--- src/rtl/cpu_parameters.sv ---
// Shared CPU-wide parameters and writeback types: datapath width, the
// writeback holding-entry layout and the writeback source selector.
package cpu_parameters;

  localparam int xlen = 32;

  typedef enum logic {
    WB_ALU = 1'b0,
    WB_LSU = 1'b1
  } wb_src_e;

  typedef struct packed {
    logic            valid;
    logic [4:0]      rd;
    logic [xlen-1:0] data;
    logic            target_valid;
    logic [xlen-1:0] target;
  } wb_entry_t;

  // Branch/jump targets are halfword aligned; bit 0 is never a valid PC bit.
  function automatic logic [xlen-1:0] align_pc(input logic [xlen-1:0] pc);
    return {pc[xlen-1:1], 1'b0};
  endfunction

endpackage

--- src/rtl/writeback_if.sv ---
// Bundle of all writeback-stage signals except clock and reset: the two
// result streams in, and the register-file / release / redirect side out.
interface writeback_if #(
  parameter int XLEN  = cpu_parameters::xlen,
  parameter int CNT_W = 64
);

  // Handshake: a source transfers in any cycle where src_valid and src_ok
  // are both 1 at the rising edge; src_ok never depends on src_valid, and
  // a source holding valid=1 with ok=0 simply retries next cycle.
  logic            alu_valid;
  logic [XLEN-1:0] alu_result;
  logic [4:0]      alu_rd;
  logic            alu_target_valid;
  logic [XLEN-1:0] alu_target;
  logic            alu_ok;

  logic            lsu_valid;
  logic [XLEN-1:0] lsu_result;
  logic [4:0]      lsu_rd;
  logic            lsu_ok;

  logic            rf_we;
  logic [4:0]      rf_waddr;
  logic [XLEN-1:0] rf_wdata;

  logic            rel_valid;
  logic [4:0]      rel_rd;

  logic            redirect_valid;
  logic [XLEN-1:0] redirect_pc;
  logic            flush;

  logic [CNT_W-1:0] retired;

  // Producer side: the execution units (or a testbench standing in for them).
  modport master (
    output alu_valid, alu_result, alu_rd, alu_target_valid, alu_target,
    output lsu_valid, lsu_result, lsu_rd,
    input  alu_ok, lsu_ok,
    input  rf_we, rf_waddr, rf_wdata,
    input  rel_valid, rel_rd,
    input  redirect_valid, redirect_pc, flush,
    input  retired
  );

  // Consumer side: the writeback stage itself.
  modport slave (
    input  alu_valid, alu_result, alu_rd, alu_target_valid, alu_target,
    input  lsu_valid, lsu_result, lsu_rd,
    output alu_ok, lsu_ok,
    output rf_we, rf_waddr, rf_wdata,
    output rel_valid, rel_rd,
    output redirect_valid, redirect_pc, flush,
    output retired
  );

endinterface

--- src/rtl/writeback_rr_arbiter2.sv ---
// Two-way round-robin arbiter between the ALU and LSU holding entries.
// Uncontested requests win outright; contested ones go to the source not granted last.
module writeback_rr_arbiter2
  import cpu_parameters::*;
(
  input  logic clk,
  input  logic rst,
  input  logic req_alu,
  input  logic req_lsu,
  output logic grant_alu,
  output logic grant_lsu
);

  wb_src_e last_grant;

  always_comb begin
    grant_alu = 1'b0;
    grant_lsu = 1'b0;
    if (req_alu && req_lsu) begin
      if (last_grant == WB_ALU) begin
        grant_lsu = 1'b1;
      end else begin
        grant_alu = 1'b1;
      end
    end else begin
      grant_alu = req_alu;
      grant_lsu = req_lsu;
    end
  end

  // Every grant, contested or not, moves the priority pointer.
  always_ff @(posedge clk) begin
    if (rst) begin
      last_grant <= WB_ALU;
    end else if (grant_alu) begin
      last_grant <= WB_ALU;
    end else if (grant_lsu) begin
      last_grant <= WB_LSU;
    end
  end

endmodule

--- src/rtl/writeback.sv ---
// Writeback stage: one holding entry per result source, one commit per cycle
// to the register file, scoreboard release, and redirect/flush on taken jumps.
module writeback
  import cpu_parameters::*;
#(
  parameter int XLEN  = xlen,
  parameter int CNT_W = 64
) (
  input  logic         clk,
  input  logic         rst,
  writeback_if.slave   bus
);

  wb_entry_t alu_q;
  wb_entry_t lsu_q;
  wb_entry_t commit_e;

  logic             redirect_valid_q;
  logic             flush_q;
  logic [XLEN-1:0]  redirect_pc_q;
  logic [CNT_W-1:0] retired_q;

  logic blocked;
  logic grant_alu;
  logic grant_lsu;
  logic commit_fire;
  logic take_redirect;
  logic alu_ok_w;
  logic lsu_ok_w;
  logic alu_acc;
  logic lsu_acc;

  // Nothing commits or is accepted during reset or during the flush cycle.
  assign blocked = rst || flush_q;

  writeback_rr_arbiter2 rr_arbiter2 (
    .clk       (clk),
    .rst       (rst),
    .req_alu   (alu_q.valid && !blocked),
    .req_lsu   (lsu_q.valid && !blocked),
    .grant_alu (grant_alu),
    .grant_lsu (grant_lsu)
  );

  // With no grant the mux rests on the ALU entry, which cannot change while
  // nothing is valid, so the write-port data/address stay stable when idle.
  always_comb begin
    commit_e      = grant_lsu ? lsu_q : alu_q;
    commit_fire   = commit_e.valid && !blocked;
    take_redirect = commit_fire && grant_alu && commit_e.target_valid;
    alu_ok_w      = !blocked && (!alu_q.valid || grant_alu);
    lsu_ok_w      = !blocked && (!lsu_q.valid || grant_lsu);
    alu_acc       = bus.alu_valid && alu_ok_w;
    lsu_acc       = bus.lsu_valid && lsu_ok_w;
  end

  assign bus.alu_ok         = alu_ok_w;
  assign bus.lsu_ok         = lsu_ok_w;
  assign bus.rf_we          = commit_fire && (commit_e.rd != 5'd0);
  assign bus.rf_waddr       = commit_e.rd;
  assign bus.rf_wdata       = commit_e.data;
  assign bus.rel_valid      = commit_fire;
  assign bus.rel_rd         = commit_e.rd;
  assign bus.redirect_valid = redirect_valid_q;
  assign bus.redirect_pc    = redirect_pc_q;
  assign bus.flush          = flush_q;
  assign bus.retired        = retired_q;

  // Flush drops everything still held: any entry present then is younger
  // than the jump that redirected, so it must neither write nor release.
  always_ff @(posedge clk) begin
    if (rst) begin
      alu_q <= '0;
      lsu_q <= '0;
    end else if (flush_q) begin
      alu_q.valid <= 1'b0;
      lsu_q.valid <= 1'b0;
    end else begin
      if (alu_acc) begin
        alu_q.valid        <= 1'b1;
        alu_q.rd           <= bus.alu_rd;
        alu_q.data         <= bus.alu_result;
        alu_q.target_valid <= bus.alu_target_valid;
        alu_q.target       <= bus.alu_target;
      end else if (grant_alu) begin
        alu_q.valid <= 1'b0;
      end

      if (lsu_acc) begin
        lsu_q.valid        <= 1'b1;
        lsu_q.rd           <= bus.lsu_rd;
        lsu_q.data         <= bus.lsu_result;
        lsu_q.target_valid <= 1'b0;
        lsu_q.target       <= '0;
      end else if (grant_lsu) begin
        lsu_q.valid <= 1'b0;
      end
    end
  end

  // Redirect and flush are a one-cycle pulse following the jump's commit.
  always_ff @(posedge clk) begin
    if (rst) begin
      redirect_valid_q <= 1'b0;
      flush_q          <= 1'b0;
      redirect_pc_q    <= '0;
    end else begin
      redirect_valid_q <= take_redirect;
      flush_q          <= take_redirect;
      if (take_redirect) begin
        redirect_pc_q <= align_pc(commit_e.target);
      end
    end
  end

  always_ff @(posedge clk) begin
    if (rst) begin
      retired_q <= '0;
    end else if (commit_fire) begin
      retired_q <= retired_q + 1'b1;
    end
  end

endmodule

--- src/flat_wrapper.sv ---
// flat-port wrapper written by rule: the top's interface ports become plain ports
module writeback_flat import cpu_parameters::*;
#(
  parameter int XLEN  = xlen,
  parameter int CNT_W = 64
)
  (clk, rst, bus_alu_valid, bus_alu_result, bus_alu_rd, bus_alu_target_valid, bus_alu_target, bus_lsu_valid, bus_lsu_result, bus_lsu_rd, bus_alu_ok, bus_lsu_ok, bus_rf_we, bus_rf_waddr, bus_rf_wdata, bus_rel_valid, bus_rel_rd, bus_redirect_valid, bus_redirect_pc, bus_flush, bus_retired);
  writeback_if #(.XLEN(XLEN), .CNT_W(CNT_W)) bus_i ();
  input  logic clk;
  input  logic rst;
  input wire logic [$bits(bus_i.alu_valid)-1:0] bus_alu_valid;
  input wire logic [$bits(bus_i.alu_result)-1:0] bus_alu_result;
  input wire logic [$bits(bus_i.alu_rd)-1:0] bus_alu_rd;
  input wire logic [$bits(bus_i.alu_target_valid)-1:0] bus_alu_target_valid;
  input wire logic [$bits(bus_i.alu_target)-1:0] bus_alu_target;
  input wire logic [$bits(bus_i.lsu_valid)-1:0] bus_lsu_valid;
  input wire logic [$bits(bus_i.lsu_result)-1:0] bus_lsu_result;
  input wire logic [$bits(bus_i.lsu_rd)-1:0] bus_lsu_rd;
  output wire logic [$bits(bus_i.alu_ok)-1:0] bus_alu_ok;
  output wire logic [$bits(bus_i.lsu_ok)-1:0] bus_lsu_ok;
  output wire logic [$bits(bus_i.rf_we)-1:0] bus_rf_we;
  output wire logic [$bits(bus_i.rf_waddr)-1:0] bus_rf_waddr;
  output wire logic [$bits(bus_i.rf_wdata)-1:0] bus_rf_wdata;
  output wire logic [$bits(bus_i.rel_valid)-1:0] bus_rel_valid;
  output wire logic [$bits(bus_i.rel_rd)-1:0] bus_rel_rd;
  output wire logic [$bits(bus_i.redirect_valid)-1:0] bus_redirect_valid;
  output wire logic [$bits(bus_i.redirect_pc)-1:0] bus_redirect_pc;
  output wire logic [$bits(bus_i.flush)-1:0] bus_flush;
  output wire logic [$bits(bus_i.retired)-1:0] bus_retired;
  assign bus_i.alu_valid = bus_alu_valid;
  assign bus_i.alu_result = bus_alu_result;
  assign bus_i.alu_rd = bus_alu_rd;
  assign bus_i.alu_target_valid = bus_alu_target_valid;
  assign bus_i.alu_target = bus_alu_target;
  assign bus_i.lsu_valid = bus_lsu_valid;
  assign bus_i.lsu_result = bus_lsu_result;
  assign bus_i.lsu_rd = bus_lsu_rd;
  assign bus_alu_ok = bus_i.alu_ok;
  assign bus_lsu_ok = bus_i.lsu_ok;
  assign bus_rf_we = bus_i.rf_we;
  assign bus_rf_waddr = bus_i.rf_waddr;
  assign bus_rf_wdata = bus_i.rf_wdata;
  assign bus_rel_valid = bus_i.rel_valid;
  assign bus_rel_rd = bus_i.rel_rd;
  assign bus_redirect_valid = bus_i.redirect_valid;
  assign bus_redirect_pc = bus_i.redirect_pc;
  assign bus_flush = bus_i.flush;
  assign bus_retired = bus_i.retired;
  writeback #(.XLEN(XLEN), .CNT_W(CNT_W)) u_core (.clk(clk), .rst(rst), .bus(bus_i));
endmodule
--- config.mk ---
export PLATFORM = sky130hd
export DESIGN_NAME = writeback_flat
export DESIGN_NICKNAME = d
export VERILOG_FILES = /design/src/rtl/cpu_parameters.sv /design/src/rtl/writeback_if.sv /design/src/rtl/writeback_rr_arbiter2.sv /design/src/rtl/writeback.sv /design/src/flat_wrapper.sv
export SDC_FILE = /design/constraint.sdc
export NUM_CORES = 1
export LEC_CHECK = 0
export ABC_AREA = 1
export CELL_PAD_IN_SITES_DETAIL_PLACEMENT = 1
export CELL_PAD_IN_SITES_GLOBAL_PLACEMENT = 1
export CORE_MARGIN = 4
export CORE_UTILIZATION = 31
export CTS_BUF_LIST = sky130_fd_sc_hd__clkbuf_16
export DETAILED_ROUTE_END_ITERATION = 8
export PLACE_DENSITY_LB_ADDON = 0.2
export SLEW_MARGIN = 20
export SYNTH_ARGS = -nofsm -noshare
export SYNTH_HDL_FRONTEND = slang
export SYNTH_SLANG_ARGS = --single-unit
--- constraint.sdc ---
create_clock -name clk -period 2 [get_ports clk]
set_input_delay 0.4 -clock clk [delete_from_list [all_inputs] [get_ports clk]]
set_output_delay 0.4 -clock clk [all_outputs]
set_load 0.005 [all_outputs]
Word-level counts from Yosys, hierarchy flattened
Index checks and enable logic that the tools add are counted.
{ "word_totals": {"word_cells": 47, "out_inout_bits": 144, "input_bits": 111, "regBits": 206} }
{ "op_classes": {"bitwise_logic": 1, "n_mux": 9, "n_reduce_logical": 24, "addsub": 1} }
{ "ops": {"columns": ["op", "n"], "rows": [
  ["71-bit 2-to-1 mux", 1],
  ["64-bit by 1-bit adder with 64-bit output, second input constant", 1],
  ["1-bit logical AND", 11],
  ["1-bit 2-to-1 mux", 8],
  ["5-bit nonzero test", 1],
  ["2-bit AND reduction", 2],
  ["2-bit nonzero test", 2],
  ["2-bit OR reduction", 2],
  ["1-bit logical NOT", 3],
  ["1-bit logical OR", 3],
  ["1-bit NOT", 1]
]} }

Longest topological paths before layout
{ "logic_depth": {"ltp_word": 9, "mapped_depth": 11, "mapped_depth_nobuf": 11} }

Modules after synthesis
Synthesis repeated with hierarchy kept, for this count alone.
{ "hier_totals": {"cells_unflattened": 1426, "area_unflattened_um2": 9623.0} }
{ "modules_own_cells": {"columns": ["module", "n_inst", "cells_each", "area_each_um2"], "rows": [
  ["writeback", 1, 1417, 9569.2],
  ["writeback_rr_arbiter2", 1, 9, 53.8]
]} }

Least setup slack after synthesis
Ideal clock, no wire load.
{ "synth_timing": {"path_type": "input port to output port", "start": "in rst", "end": "out bus_rf_wdata[13]", "required_time_ns": 1.600, "path_stages": 10, "path_slack_ns": 0.048, "path_buffers": 4, "arrival_ns": 1.552, "path_cell_list": "inv_1 > nand2_2 > nor2_1 > nand2_1 > nand2_1 > buf_2 > buf_4 > clkbuf_2 > o21ai_1 > buf_4"} }
{ "synth_lines": {"columns": ["item", "line", "text"], "rows": [
  ["start: declaration", "flat_wrapper.sv:10", "input logic rst;"],
  ["end: declaration", "flat_wrapper.sv:23", "output wire logic [$bits(bus_i.rf_wdata)-1:0] bus_rf_wdata;"]
]} }

==> results.md <==
* Status: finished, violations left
* Failing checks: negative setup slack
* Switch Pwr at 2.397 mW
* Syn avg cell area at 6.821 sq um
* Core area at 29800 sq um
* Internal power at 7.241 mW
* Combinational share of power at 12.4%
* Max IR drop VDD at 469.5 uV
* Worst EP arrival at 2010 ps
* Clock network power share at 42.6%
* CTS Root Cell: clkbuf_16
* Fillers at 3742
* Router iterations before antenna repair at 5
* Slew HR at 55.70%
* Num Clock Sinks at 205
* Fin util at 45.71%
* Synthesized instance count at 1382
* Die ar. at 33260 sq um
* Cts hold-fix bufs at 0
* Final Instance Area at 13620 sq um
* Total grt overflow at 0
* Post-DR vias/cell at 4.745
* Final net count at 1765
* Final period utilization at 120.5%
* Routed len/inst at 16.74 um
* Final Hold Fails at 0
* I/O Pins at 255
* Clock buffer depth at 3
* Netlist cell types at 33
* Placed Area at 12460 sq um
* Number of I/O port buffers at 252
* F_max at 415.1 MHz
* Post-synth EDFFs at 0
* Leakage power at 5.333 nW
* Final wirelength at 34470 um
* WHS at 411.5 ps
* GPL Wtd Cong at 0.8519
* WS Path Type: reg -> out
* Worst-path fanout max at 5
* First-pass GRT wire length at 52590 um
* Switching Fraction at 24.87%
* Non-filler cells, final at 2059
* Area grow syn2layout at 44.48%
* Die Span Y at 182.4 um
* Post-synthesis sequential area ratio at 43.54%
* Total power at 9.638 mW
* Max-cap violations at 0
* Share of layout cells above drive strength 1 at 14.99%
* Total Routing Usage GR at 19.46%
* Worst min-delay path class: in -> reg
* Clk_skew at 8.940 ps
* Slowest cell on crit path: dfxtp_2
* Crit path max-delay family: buffers and inverters
* Req. time, crit path at 1600 ps
* Pwr dens at 707.7 nW/um^2
* ANT nets after route at 0
* Predominant post-synthesis flop cell: dfxtp_1
* Setup_tns at -14410 ps
* HPWL after DPL at 25050 um
* Initial Util at 31.64%
* Seq pwr share at 45.0%
* 1st-iter DRT viols at 407
* Placed Cells incl. Taps at 1994
* Final setup margin at -409.2 ps
* Final setup violation count at 46
* Setup WS pre-CTS at -915.0 ps
* Total CTS buffers at 25
* Synth Net Count at 1494
* Crit. End Element: primary output
* Vias in the first global route at 9681
* Total number of vias at 9770
* Die Span X at 182.4 um
* Critical-path cell list: buf_6 -> nor2_4 -> nand2_2 -> clkinv_4 -> buf_12 -> nand2_8 -> buf_6 -> nand2_4 -> o21ai_4 -> nand2_1 -> nor2_1 -> nor2_1 -> buf_2
* Largest net degree at the start of global routing at 158
* Yosys warns at 0
* CTS tree: built
* Insertion delay to the later sink of the worst-skew pair at 520 ps
* CTS clock-pin slew for the worst setup and hold paths at 60 ps
* RSZ-0062 raised after global routing: true
* Worst path bufs/invs at 5
* # DRC at 0
* Synth Register Bits at 205
* Initial antenna violation count at 3
* Async SR Flop Fraction at 0%
* Critical Path Max Stage Delay at 340 ps
* Mapped cell area at 9427 sq um
* Core Rows at 63
* Worst Tran Pin Value at 664.5 ps
* Startpoint types: flop
* H-tree depth at 1
* Min cycle time layout at 2409 ps
* Final Max Tran Viols at 0
==> layer usage <==
layer / global-route usage [%] / share of wire, % / vias up / wire, um
met5: 0 / 0.078 / - / 27
met3: 4.545 / 6.3 / 59 / 2173
met1: 25.31 / 44 / 4584 / 15280
met4: 5.374 / 2.7 / 4 / 915
li1: - / - / 4896 / -
met2: 32.48 / 47 / 227 / 16070
==> worst paths after layout <==
kind / to / from / depth (start not counted) / slack, ps
worst min-delay path: u_core.bus.retired[38] / rst / 3 / 410
worst max register to register: u_core.bus.retired[61] / u_core.bus.redirect_valid / 12 / 120
worst max-delay path: bus_rf_we / u_core.bus.redirect_valid / 13 / -410
worst min register to register: u_core.lsu_q[37] / u_core.lsu_q[37] / 2 / 460
==> power by group through the flow <==
stage / combinational [mW] / sequential [mW] / clock (mW)
after global routing: 1.32 / 4.35 / 4.41
after detailed placement: 1.12 / 4.42 / 0
final: 1.20 / 4.34 / 4.10
after global placement: 1.09 / 4.42 / 0
after floorplan: 0.606 / 4.40 / 0
after CTS: 1.15 / 4.34 / 4.24
==> layout by cell type, fill, tap and decap left out, types with 49 or more instances in the layout <==
| cell | instances |
|---|---|
| a21oi_1 | 81 |
| buf_4 | 63 |
| clkdlybuf4s50_1 | 205 |
| dfxtp_1 | 197 |
| inv_1 | 125 |
| nand2_1 | 198 |
| nand3_1 | 49 |
| nor2_1 | 334 |
| o21ai_0 | 101 |
| o21ai_1 | 75 |
==> cells by family after synthesis <==
| group | share of synthesized area [%] |
|---|---|
| fa+ha+maj | 0.1327 |
| other cells | 0.03978 |
| buf+inv | 12.33 |
| simple gates | 28.25 |
| flops | 43.54 |
| xor+xnor | 0.2788 |
| compound gates | 15.44 |
==> sequential cells by signal (all words and copies together), names as in the netlist <==
signal                         flops
u_core.alu_q                      70
u_core.bus.redirect_pc            31
u_core.rr_arbiter2.last_grant      1
u_core.lsu_q                      38
u_core.bus.redirect_valid          1
u_core.bus.retired                64
==> synth_stat cells, types with 2 or more instances <==
library cell  count  share of area [%]
a21oi_1          82                4.4
a31oi_1           3               0.20
buf_2            10               0.53
buf_4            56                4.5
buf_6             9                1.1
clkbuf_1         28                1.1
dfxtp_1         205                 44
inv_1           124                4.9
inv_2             4               0.16
nand2_1         214                8.5
nand2_2           2               0.13
nand3_1          53                2.8
nand4_1          17                1.1
nor2_1          339                 13
nor2_2           13               0.86
nor2_4            3               0.36
nor3_1            8               0.42
nor3b_1           2               0.16
o21a_1            2               0.16
o21ai_0         123                6.5
o21ai_1          68                3.6
o21bai_1          5               0.40
xor2_1            2               0.19
==> tightest hold or removal path, stage by stage <==
cell	delay, ps
dlygate4sd2_1	290
buf_4	160
nor2_1	40
==> cell type report <==
class	count	area, sq um	area share [%]
inverters	128	493.0	3.620
clock buffers	25	625.6	4.593
clock inverters	17	96.34	0.7074
repair buffers	346	3390	24.89
multi-input cells	947	4410	32.38
well taps	390	488.0	3.583
diodes	1	2.502	0.01837
flip-flops and latches	205	4114	30.21
==> repair_timing <==
action	in CTS	in global routing
cloned	4	5
resized for setup	247	48
endpoints found under the setup margin	48	71
buffers inserted	7	6
pin swaps	10	5
No activity file was read; power rests on OpenSTA's default activity.
